===== config.mk =====
export PLATFORM = sky130hd
export DESIGN_NAME = updown_counter_param_flat
export DESIGN_NICKNAME = d
export VERILOG_FILES = /design/src/rtl/updown_counter_param_if.sv /design/src/rtl/updown_counter_param.sv /design/src/flat_wrapper.sv
export SDC_FILE = /design/constraint.sdc
export NUM_CORES = 1
export LEC_CHECK = 0
export BUFFER_PORTS_ARGS = -buffer_cell sky130_fd_sc_hd__buf_2
export CORE_MARGIN = 2
export CORE_UTILIZATION = 45
export CTS_CLUSTER_DIAMETER = 30
export CTS_CLUSTER_SIZE = 10
export DETAILED_ROUTE_END_ITERATION = 6
export GPL_TIMING_DRIVEN = 0
export PLACE_DENSITY = 0.74
export SLEW_MARGIN = 10
export SYNTH_ARGS = -nofsm -noshare
export SYNTH_HDL_FRONTEND = slang
export SYNTH_SLANG_ARGS = --single-unit

===== constraint.sdc =====
create_clock -name clk -period 1.8 [get_ports clk]
set_clock_uncertainty 0.15 [all_clocks]
set_input_delay 0.27 -clock clk [delete_from_list [all_inputs] [get_ports clk]]
set_output_delay 0.27 -clock clk [all_outputs]
set_load 0.02 [all_outputs]

===== src/rtl/updown_counter_param_if.sv =====
// ----------------------------------------------------------------------------
// updown_counter_param_if
//
// Purpose:
//   Bundles the control inputs and status outputs of updown_counter_param into
//   a single port. Clock and reset are not part of the bundle. They stay as
//   plain scalar ports on the counter.
//
// Signals (seen from the counter, i.e. the slave modport):
//   en        in   1      count enable, one step per enabled edge
//   up_dn     in   1      1 = count up, 0 = count down
//   load      in   1      synchronous parallel load
//   load_val  in   WIDTH  value to load (clamped to MAX_VAL by the counter)
//   count     out  WIDTH  registered count
//   wrap      out  1      registered one-cycle pulse, count wrapped this edge
//   sat       out  1      registered one-cycle pulse, step blocked at a boundary
//   at_max    out  1      count == MAX_VAL (combinational decode)
//   at_min    out  1      count == 0 (combinational decode)
//
// Modports:
//   master  drives the controls and observes the status (user side)
//   slave   receives the controls and drives the status (counter side)
// ----------------------------------------------------------------------------
interface updown_counter_param_if #(
  parameter int unsigned WIDTH = 8
);

  logic             en;
  logic             up_dn;
  logic             load;
  logic [WIDTH-1:0] load_val;
  logic [WIDTH-1:0] count;
  logic             wrap;
  logic             sat;
  logic             at_max;
  logic             at_min;

  // The user side drives the controls and samples the status.
  modport master (
    output en,
    output up_dn,
    output load,
    output load_val,
    input  count,
    input  wrap,
    input  sat,
    input  at_max,
    input  at_min
  );

  // The counter side samples the controls and drives the status.
  modport slave (
    input  en,
    input  up_dn,
    input  load,
    input  load_val,
    output count,
    output wrap,
    output sat,
    output at_max,
    output at_min
  );

endinterface


===== src/rtl/updown_counter_param.sv =====
// ----------------------------------------------------------------------------
// updown_counter_param
//
// Purpose:
//   Parametrised up/down modulo counter with count enable, direction control
//   and synchronous parallel load. It can either wrap or saturate at its
//   boundaries. It gives registered one-cycle event pulses (wrap / sat) and
//   combinational boundary flags (at_max / at_min). Use it as a timer, index
//   or address generator wherever a bounded count is needed.
//
// Parameters:
//   WIDTH     count width in bits (1..63)
//   MAX_VAL   highest legal count; the modulus is MAX_VAL+1
//   RST_VAL   count value after reset (must not exceed MAX_VAL)
//   SATURATE  0 = wrap at the boundaries, 1 = hold at the boundaries
//
// Ports:
//   clk       in   1      rising-edge clock
//   rst       in   1      synchronous reset, active-high
//   bus       slave modport of updown_counter_param_if:
//               en, up_dn, load, load_val in
//               count, wrap, sat, at_max, at_min out
//
// Behaviour summary:
//   Priority on each rising edge is rst > load > en > hold. A load clamps
//   load_val to MAX_VAL. An enabled step that would leave the range
//   [0, MAX_VAL] either wraps to the opposite boundary and pulses wrap, or
//   holds and pulses sat. All other edges clear both pulses.
// ----------------------------------------------------------------------------
module updown_counter_param #(
  parameter int unsigned     WIDTH    = 8,
  parameter longint unsigned MAX_VAL  = (64'd1 << WIDTH) - 64'd1,
  parameter longint unsigned RST_VAL  = 0,
  parameter bit              SATURATE = 1'b0
) (
  input  logic                   clk,
  input  logic                   rst,
  updown_counter_param_if.slave  bus
);

  // --------------------------------------------------------------------------
  // Elaboration-time parameter checks. A counter whose maximum does not fit
  // in the count register, or whose reset value lies outside the legal range,
  // is meaningless. Such configurations are refused outright rather than
  // silently truncated.
  // --------------------------------------------------------------------------
  if (WIDTH < 1 || WIDTH > 63) begin : g_bad_width
    $error("updown_counter_param: WIDTH must be in the range 1..63");
  end

  if (MAX_VAL > ((64'd1 << WIDTH) - 64'd1)) begin : g_bad_max
    $error("updown_counter_param: MAX_VAL does not fit in WIDTH bits");
  end

  if (RST_VAL > MAX_VAL) begin : g_bad_rst
    $error("updown_counter_param: RST_VAL exceeds MAX_VAL");
  end

  // --------------------------------------------------------------------------
  // Parameters narrowed to the count width so that every compare and
  // assignment below is a plain WIDTH-bit unsigned operation.
  // --------------------------------------------------------------------------
  localparam logic [WIDTH-1:0] MAX_C  = WIDTH'(MAX_VAL);
  localparam logic [WIDTH-1:0] RST_C  = WIDTH'(RST_VAL);
  localparam logic [WIDTH-1:0] ZERO_C = '0;
  localparam logic [WIDTH-1:0] ONE_C  = WIDTH'(1);

  // --------------------------------------------------------------------------
  // State and next-state signals.
  // --------------------------------------------------------------------------
  logic [WIDTH-1:0] count_q;
  logic             wrap_q;
  logic             sat_q;

  logic [WIDTH-1:0] count_next;
  logic             wrap_next;
  logic             sat_next;

  logic [WIDTH-1:0] load_clamped;
  logic             hit_max;
  logic             hit_min;

  // --------------------------------------------------------------------------
  // Boundary decodes of the current count. They feed both the step decision
  // and the at_max / at_min outputs, so the flags always agree with the
  // boundary behaviour. When MAX_VAL is 0 both are true at once, and every
  // enabled step is a boundary step.
  // --------------------------------------------------------------------------
  assign hit_max = (count_q == MAX_C);
  assign hit_min = (count_q == ZERO_C);

  // --------------------------------------------------------------------------
  // Load-value clamp. The compare is unsigned and WIDTH bits wide, so a value
  // above MAX_VAL (but still representable) is pulled down to MAX_VAL.
  // --------------------------------------------------------------------------
  assign load_clamped = (bus.load_val > MAX_C) ? MAX_C : bus.load_val;

  // --------------------------------------------------------------------------
  // Next-state logic. Load takes precedence over counting, and reset is
  // handled in the register process so it overrides everything here.
  // Boundaries are tested before any increment or decrement. This is why
  // MAX_VAL = 2**WIDTH-1 never needs a WIDTH+1-bit adder and never overflows.
  // The pulses default to 0, so they can only last the single cycle in which
  // the boundary step happens. Back-to-back boundary steps re-assert them on
  // each edge.
  // --------------------------------------------------------------------------
  always_comb begin
    count_next = count_q;
    wrap_next  = 1'b0;
    sat_next   = 1'b0;

    if (bus.load) begin
      count_next = load_clamped;
    end else if (bus.en) begin
      if (bus.up_dn) begin
        if (hit_max) begin
          if (SATURATE) begin
            sat_next   = 1'b1;
          end else begin
            count_next = ZERO_C;
            wrap_next  = 1'b1;
          end
        end else begin
          count_next = count_q + ONE_C;
        end
      end else begin
        if (hit_min) begin
          if (SATURATE) begin
            sat_next   = 1'b1;
          end else begin
            count_next = MAX_C;
            wrap_next  = 1'b1;
          end
        end else begin
          count_next = count_q - ONE_C;
        end
      end
    end
  end

  // --------------------------------------------------------------------------
  // State register with synchronous reset. Reset also clears any pulse that
  // would otherwise have been produced on the same edge.
  // --------------------------------------------------------------------------
  always_ff @(posedge clk) begin
    if (rst) begin
      count_q <= RST_C;
      wrap_q  <= 1'b0;
      sat_q   <= 1'b0;
    end else begin
      count_q <= count_next;
      wrap_q  <= wrap_next;
      sat_q   <= sat_next;
    end
  end

  // --------------------------------------------------------------------------
  // Outputs. count, wrap and sat come straight from registers. The boundary
  // flags are zero-latency decodes of the registered count.
  // --------------------------------------------------------------------------
  assign bus.count  = count_q;
  assign bus.wrap   = wrap_q;
  assign bus.sat    = sat_q;
  assign bus.at_max = hit_max;
  assign bus.at_min = hit_min;

endmodule

===== src/flat_wrapper.sv =====
// flat-port wrapper written by rule: the top's interface ports become plain ports
module updown_counter_param_flat 
#(
  parameter int unsigned     WIDTH    = 8,
  parameter longint unsigned MAX_VAL  = (64'd1 << WIDTH) - 64'd1,
  parameter longint unsigned RST_VAL  = 0,
  parameter bit              SATURATE = 1'b0
)
  (clk, rst, bus_en, bus_up_dn, bus_load, bus_load_val, bus_count, bus_wrap, bus_sat, bus_at_max, bus_at_min);
  updown_counter_param_if #(.WIDTH(WIDTH)) bus_i ();
  input  logic clk;
  input  logic rst;
  input wire logic [$bits(bus_i.en)-1:0] bus_en;
  input wire logic [$bits(bus_i.up_dn)-1:0] bus_up_dn;
  input wire logic [$bits(bus_i.load)-1:0] bus_load;
  input wire logic [$bits(bus_i.load_val)-1:0] bus_load_val;
  output wire logic [$bits(bus_i.count)-1:0] bus_count;
  output wire logic [$bits(bus_i.wrap)-1:0] bus_wrap;
  output wire logic [$bits(bus_i.sat)-1:0] bus_sat;
  output wire logic [$bits(bus_i.at_max)-1:0] bus_at_max;
  output wire logic [$bits(bus_i.at_min)-1:0] bus_at_min;
  assign bus_i.en = bus_en;
  assign bus_i.up_dn = bus_up_dn;
  assign bus_i.load = bus_load;
  assign bus_i.load_val = bus_load_val;
  assign bus_count = bus_i.count;
  assign bus_wrap = bus_i.wrap;
  assign bus_sat = bus_i.sat;
  assign bus_at_max = bus_i.at_max;
  assign bus_at_min = bus_i.at_min;
  updown_counter_param #(.WIDTH(WIDTH), .MAX_VAL(MAX_VAL), .RST_VAL(RST_VAL), .SATURATE(SATURATE)) u_core (.clk(clk), .rst(rst), .bus(bus_i));
endmodule

Word level (Yosys, flattened, before mapping). Index checks and enable logic that the tools add are counted. W data, S select, Z words.

Flip-flop bits (word level): 9. Input bits: 13. Word-level logic and storage cells: 19.

Add/subtract/negate cells: 2. Magnitude comparators: 1. Equality and inequality tests: 1. Muxes and demuxes: 9. Bitwise gates (word level): 1. Reductions and logical operators: 3.

Operator list (number): $mux W8 (6); $add A8 B1 Y8 const B (1); $eq A8 B8 Y1 const B (1); $gt A8 B8 Y1 const B (1); $logic_not A8 Y1 (1); $sub A8 B1 Y8 const B (1); $mux W1 (3); $reduce_or A3 Y1 (1); $reduce_bool A2 Y1 (1); $not A1 Y1 (1).

Depth between registers and ports, before layout. Gate-level depths: netlist (run 1).

Depth after elaboration: 5. Mapped depth: 7. Mapped depth without buffers: 6.

Worst setup path after synthesis (run 1). OpenSTA, ideal clock, no wires.

Kind: register to register. Start: register u_core.count_q[0], in the netlist u_core.bus.count[0]. End: register u_core.count_q[3], in the netlist u_core.bus.count[3]. Library setup time: 0.096 ns. Arrival: 1.931 ns. Data required time: 1.554 ns. Setup slack: -0.376 ns. Stages on the path, launching flop included: 8. Path buffers: 1. Path through: dfxtp_1 clkbuf_1 inv_1 ha_1 or4b_4 nor2_2 nor3_1 o41ai_2.

Word-level cells in the longest chain between the ends: 5.

Ends and longest elaborated chain: start: declaration (RTL line updown_counter_param.sv:71) `logic [WIDTH-1:0] count_q;`; start signal: assignment (RTL line updown_counter_param.sv:151) `count_q <= count_next;`; $logic_not A8 Y1 (RTL line updown_counter_param.sv:90) `assign hit_min = (count_q == ZERO_C);`; via bus_at_min (RTL line flat_wrapper.sv:21) `output wire logic [$bits(bus_i.at_min)-1:0] bus_at_min;`; $mux W8 (RTL line updown_counter_param.sv:127) `if (hit_min) begin`; $mux W8 (RTL line updown_counter_param.sv:115) `if (bus.up_dn) begin`; $mux W8 (RTL line updown_counter_param.sv:114) `end else if (bus.en) begin`; $mux W8 (RTL line updown_counter_param.sv:112) `if (bus.load) begin`.

The timed path passes the listed nets, and every way through them passes these cells. The select of a mux whose other input is x is not followed. A chain may end at the register's enable or synchronous reset.

Worst setup path after layout (run 1).
Start: register u_core.count_q[0], in the netlist u_core.bus.count[0]. End: output port bus_at_min.

Word-level cells in the longest chain between the ends: 1.

Ends and longest elaborated chain (RTL line): $logic_not A8 Y1 (updown_counter_param.sv:90); end: declaration (flat_wrapper.sv:21).

No other way between the ends.

==> flow_summary_export.csv, run 1 <==
group,metric,value,unit
timing,fin_hold_ws,0.0965,ns
synth,yosys.area_share.simple,0.305,
synth,synth_area_leaders,"dfxtp_1 20%, a21oi_1 5.6%, ha_1 4.2%, a31oi_1 3.5%, nor3_1 3.4%",
clock_tree,insertion_delay,0.28,ns
power,p_clk_frac,0.231,
clock_tree,cts_inserted_buffers,3,
power,p_sw_frac,0.381,
placement,postPlaceCellArea,0.00107,mm2
placement,port_buffers,21,
floorplan,die_h,48.4,um
cells_and_area,synthToLayoutAreaGrowth,37.7,%
synth,synth-compound-area-share,0.299,
synth,syn_nets,132,
timing,tightest_slew,0.584,ns
timing,setup_viol,9,
timing,period_minus_slack,2.09,ns
drt,via_count,1003,
cells_and_area,n_antenna_cell,0,
synth,synth.distinct_cells,51,
synth,synth_top_area_cell,"dfxtp_1",
drt,drtIter0Drc,38,
floorplan,dieArea,0.00234,mm2
worst_setup_path,critPathMaxStageDelay,0.50,ns
drt,via_per_inst,5.70,
timing,relSlewSlack,0.611,
synth,synth_top_family_by_area,"simple AND/OR/NAND/NOR gates",
power,switchingPower,284,uW
global_routing,antenna_found_initial,0,
cells_and_area,finalNonFillerCells,176,
drt,drc,0,
synth,synth_warnings,0,
placement,dp_hpwl,1690,um
power,p_leak,0.000509,uW
timing,rsz0062_at_grt,"true",
timing,hold_viol,0,
floorplan,initial_core_util,0.466,
floorplan,die_w,48.4,um
global_routing,overflow,0,
power,internal-power,460,uW
floorplan,core_area,0.00190,mm2
global_routing,grt_pass1_vias,828,
synth,synth_seq_area_share,0.203,
clock_tree,ctsRootBufferMaster,"clkbuf_4",
hold_path,hp-class,"in2reg",
status,status,"complete, but fails checks",
worst_setup_path,path_class,"reg2out",
floorplan,pin_count,25,
clock_tree,ctsHtreeMaxLevel,1,
global_routing,grt_max_degree,11,
synth,synthFlopType,"dfxtp_1",
timing,setup_ws,-0.287,ns
drt,dr.pass1.iters,4,
synth,synth_edf_count,0,
timing,max_freq,0.479,GHz
cells_and_area,fin_util,0.641,
power,ir_worst_vdd,0.391,mV
status,violations,"setup timing",
worst_setup_path,crit_chain,"buf_8 > inv_6 > ha_4 > or4b_4 > nor2_4 > buf_6",
synth,syn_avg_cell_area,7.64,um2
worst_setup_path,critPathSlowestCell,"or4b_4",
worst_setup_path,path_delay_family,"simple AND/OR/NAND/NOR gates",
drt,ant_nets,0,
drt,wirelength,2370,um
clock_tree,cts_tree,"yes",
timing,tns,-1.68,ns
job,cap_violations,0,
worst_setup_path,crit_path_end_kind,"primary output",
timing,drv_slew,0,
worst_setup_path,crit_path_start_kind,"register",
cells_and_area,drive_gt1_frac,0.423,
clock_tree,path_clk_slew,0.07,ns
power,power.density,610,mW/mm2
drt,detail_route.wl_per_cell,13.5,um
placement,gp_congestion,0.846,
synth,synthAdderAreaFrac,0.0424,
synth,yosysTopAreaCellShare,0.203,
synth,yosys.area_share.xor_xnor,0.0198,
floorplan,rows,16,
global_routing,grt_pass1_wl,4030,um
clock_tree,clockBufferDepth,2,
worst_setup_path,worstPathRequired,1.38,ns
power,pwr-share-seq,0.316,
power,comb_power_share,0.453,
worst_setup_path,path_buf_inv,3,
worst_setup_path,critical_path.max_fanout,2,
synth,ys_ff_latch,9,
clock_tree,cts_sinks,9,
placement,place_inst,164,
cells_and_area,n_fill_cell,180,
synth,syn_inst,116,
synth,async_flop_share,0,
synth,syn_area,886,um2
synth,synth_mux_area_frac,0.0240,
global_routing,grt_usage,0.218,
cells_and_area,nNetsFinal,166,
worst_setup_path,worst_ep_arrival_time,1.67,ns
cells_and_area,final_area,0.00122,mm2
timing,period_share,1.16,
## metal layers
layer / vias up / part of all wire / global-route usage
met1: 462 / 0.43 / 0.286
met2: 35 / 0.49 / 0.352
met3: 5 / 0.055 / 0.0340
met4: 0 / 0.020 / 0.100
li1: 501 / - / -
met5: - / 0 / 0
## cells in the final DEF (no fill, tap or decap), drive strengths merged, types with 3 or more instances in the layout
cell    instances
nand2           6
a31oi           5
nor2            4
buf            35
nor2b           3
nand3           5
or3             3
inv             8
a21oi          10
ha              3
nor3            7
clkbuf          9
dfxtp           9
o21ai           7
## power by group through the flow
stage / Combinational, uW / Clock [uW] / Sequential [uW]
6_report: 337 / 172 / 235
5_1_grt: 364 / 192 / 238
4_1_cts: 325 / 176 / 234
3_5_place_dp: 274 / 0 / 239
3_3_place_gp: 268 / 0 / 237
2_1_floorplan: 193 / 0 / 254
## cell families after synthesis
| group | Yosys count |
|---|---|
| adders and majority gates | 3 |
| other | 1 |
| DFF | 9 |
| and+or+nand+nor | 43 |
| xor gates and xnor gates | 2 |
| AOI/OAI and AO/OA | 37 |
| muxes | 2 |
| buffers and inverters | 19 |
## flip-flops by register name, indices dropped and copies added, names as in the netlist
register and count:
u_core.bus.count 8, u_core.bus.wrap 1
## path summary, 6_finish.rpt
check             slack, ns                        startpoint                                to  cells past startpoint
hold / removal          0.1                   bus_load_val[0]  u_core.bus.count[0]$_SDFFE_PP0P_                      3
setup / recovery      -0.29  u_core.bus.count[0]$_SDFFE_PP0P_                        bus_at_min                      6
hold reg to reg        0.48  u_core.bus.count[4]$_SDFFE_PP0P_  u_core.bus.count[4]$_SDFFE_PP0P_                      2
setup reg to reg      -0.29  u_core.bus.count[0]$_SDFFE_PP0P_        u_core.bus.wrap$_SDFF_PP0_                      9
## area by class of cell
cell class | count | area (um2) | area share
multi-input cells | 88 | 671 | 0.550
plain buffers | 11 | 73.8 | 0.0605
repair buffers | 29 | 190 | 0.156
well taps | 27 | 33.8 | 0.0277
clock buffers | 4 | 26.3 | 0.0215
flip-flops and latches | 9 | 190 | 0.156
inverters | 8 | 35.0 | 0.0287
## synthesized netlist by cell type (all sizes together), types with 2 or more instances
| master | count |
|---|---|
| a21oi | 10 |
| dfxtp | 9 |
| inv | 8 |
| nor3 | 7 |
| o21ai | 7 |
| clkbuf | 6 |
| nand2 | 6 |
| a31oi | 5 |
| buf | 5 |
| nand3 | 5 |
| nor2 | 4 |
| ha | 3 |
| nor2b | 3 |
| or3 | 3 |
| a211o | 2 |
| and4 | 2 |
| nand2b | 2 |
| nand4b | 2 |
| nor3b | 2 |
| o211ai | 2 |
| o31a | 2 |
| xnor2 | 2 |
## through the flow
step                      setup slack, ns  power (uW)
after floorplan                    -0.112         446
after global placement             -0.192         505
after detailed placement           -0.211         513
after CTS                          -0.307         735
after global routing               -0.354         795
final                              -0.287         744
## worst reg2reg max path, stage by stage (launching register included)
cell	delay [ns]
dfxtp_4	0.35
buf_8	0.12
inv_6	0.04
ha_4	0.11
or4b_4	0.50
buf_12	0.16
nor3_4	0.25
buf_4	0.16
a21oi_2	0.03
nor3_2	0.14
## repair_timing
item                       CTS  global route
pin swaps                    6             5
gates resized for setup     13             9
setup endpoints to repair    9             9
setup buffers                7             3
hold buffers                 0             0
Power figures use the tool's default switching activity.
==> run 2: changes to the inputs <==
Settings changed: GPL_TIMING_DRIVEN 0 to 1, PLACE_DENSITY 0.74 to 0.72.
Clock period 1.8 ns to 1.98 ns, I/O delays scaled along.
==> flow_summary_export.csv, run 2 (synthesis gave the netlist of run 1 again) <==
group,metric,value,unit
drt,dr.pass1.iters,4,
status,status,"complete, but fails checks",
power,finalPower,643,uW
drt,via_per_inst,5.75,
clock_tree,insertion_delay,0.27,ns
clock_tree,cts_sinks,9,
timing,drv_slew,0,
drt,via_count,995,
timing,max_freq,0.502,GHz
cells_and_area,synthToLayoutAreaGrowth,30.6,%
placement,gp_congestion,0.900,
power,p_leak,0.000490,uW
placement,postPlaceCellArea,0.00103,mm2
global_routing,grt_pass1_wl,4170,um
floorplan,rows,16,
floorplan,die_w,48.4,um
timing,setup_viol,1,
placement,port_buffers,23,
timing,hold_viol,0,
placement,dp_hpwl,1750,um
worst_setup_path,critPathSlowestCell,"or4b_4",
worst_setup_path,path_delay_family,"simple AND/OR/NAND/NOR gates",
worst_setup_path,path_buf_inv,2,
drt,drc,0,
drt,wirelength,2510,um
worst_setup_path,crit_path_end_kind,"primary output",
cells_and_area,n_antenna_cell,0,
global_routing,grt_usage,0.222,
floorplan,dieArea,0.00234,mm2
floorplan,core_area,0.00190,mm2
drt,ant_nets,0,
power,power.density,555,mW/mm2
power,ir_worst_vdd,0.338,mV
job,cap_violations,0,
worst_setup_path,crit_chain,"inv_4 > ha_4 > or4b_4 > nor2_4 > buf_6",
floorplan,initial_core_util,0.466,
cells_and_area,final_cell_mix,"21 x buf_2, 13 x buf_4, 10 x a21oi_1, 7 x dfxtp_1",
timing,setup_ws,-0.0136,ns
status,violations,"setup timing",
floorplan,die_h,48.4,um
clock_tree,clockBufferDepth,2,
worst_setup_path,worstPathRequired,1.53,ns
worst_setup_path,path_class,"reg2out",
cells_and_area,final_common_cell,"buf_2",
hold_path,hp-class,"in2reg",
worst_setup_path,critPathMaxStageDelay,0.48,ns
cells_and_area,nNetsFinal,163,
worst_setup_path,crit_path_start_kind,"register",
timing,period_share,1.01,
global_routing,grt_pass1_vias,890,
cells_and_area,drive_gt1_frac,0.390,
clock_tree,cts_hold_buf,0,
clock_tree,cts_inserted_buffers,3,
clock_tree,cts_tree,"yes",
clock_tree,ctsRootBufferMaster,"clkbuf_4",
worst_setup_path,critical_path.max_fanout,2,
global_routing,grt_max_degree,20,
timing,period_minus_slack,1.99,ns
cells_and_area,final_area,0.00116,mm2
worst_setup_path,worst_ep_arrival_time,1.55,ns
global_routing,antenna_found_initial,0,
cells_and_area,finalNonFillerCells,173,
timing,tns,-0.0136,ns
global_routing,overflow,0,
timing,rsz0062_at_grt,"true",
drt,drtIter0Drc,22,
drt,detail_route.wl_per_cell,14.5,um
floorplan,pin_count,25,
placement,place_inst,162,
cells_and_area,largest_register_ffs,8,
clock_tree,path_clk_slew,0.07,ns
clock_tree,ctsHtreeMaxLevel,1,
## run 2: cell type report
type                            count  area, um2
Sequential cell                     9        188
Tap cell                           27       33.8
Timing Repair Buffer               37        236
Multi-Input combinational cell     88        638
Fill cell                         165        744
Clock buffer                        4       26.3
Inverter                            8       35.0
## run 2: what timing repair did
action                                  4_1_cts  5_1_grt
pin swaps                                     2        2
setup buffers                                 6        1
resized for setup                            12        3
endpoints found under the setup margin        2        5
## run 2: routing by layer
metal / up-vias / track usage / wire length (um)
li1: 489 / - / -
met1: 457 / 0.300 / 1080
met2: 45 / 0.368 / 1230
met3: 4 / 0.0370 / 175
met4: 0 / 0.0571 / 24
met5: - / 0 / 0
## run 2: per-stage QoR
| stage | util | setup slack, ns | hold WS (ns) |
|---|---|---|---|
| after floorplan | - | -0.0160 | 0.294 |
| after global placement | 0.544 | 0.0854 | 0.404 |
| after global routing | 0.609 | -0.0684 | 0.124 |
| after detailed placement | 0.544 | 0.0141 | 0.406 |
| after CTS | 0.599 | -0.0180 | 0.122 |
| final | 0.609 | -0.0136 | 0.128 |
## run 2: path summary, 6_finish.rpt
| kind | startpoint | to | slack [ns] | cells after the start |
|---|---|---|---|---|
| hold / removal | bus_load_val[0] | u_core.bus.count[0]$_SDFFE_PP0P_ | 0.13 | 3 |
| setup / recovery | u_core.bus.count[1]$_SDFFE_PP0P_ | bus_at_min | -0.01 | 5 |
| setup reg to reg | u_core.bus.count[1]$_SDFFE_PP0P_ | u_core.bus.count[7]$_SDFFE_PP0P_ | 0.06 | 7 |
| hold reg to reg | u_core.bus.count[5]$_SDFFE_PP0P_ | u_core.bus.count[5]$_SDFFE_PP0P_ | 0.53 | 3 |
## run 2: worst min-delay path, delay by kind of cell
family                 cells  cell delay [ns]
AO/OA/AOI/OAI              1             0.05
buffers and inverters      2             0.16
## run 2: report_power, final
group	switching, uW	total, uW	internal (uW)
Sequential	18.5	213	195
Combinational	152	274	122
Clock	77.3	155	78.2
Total	247	643	395
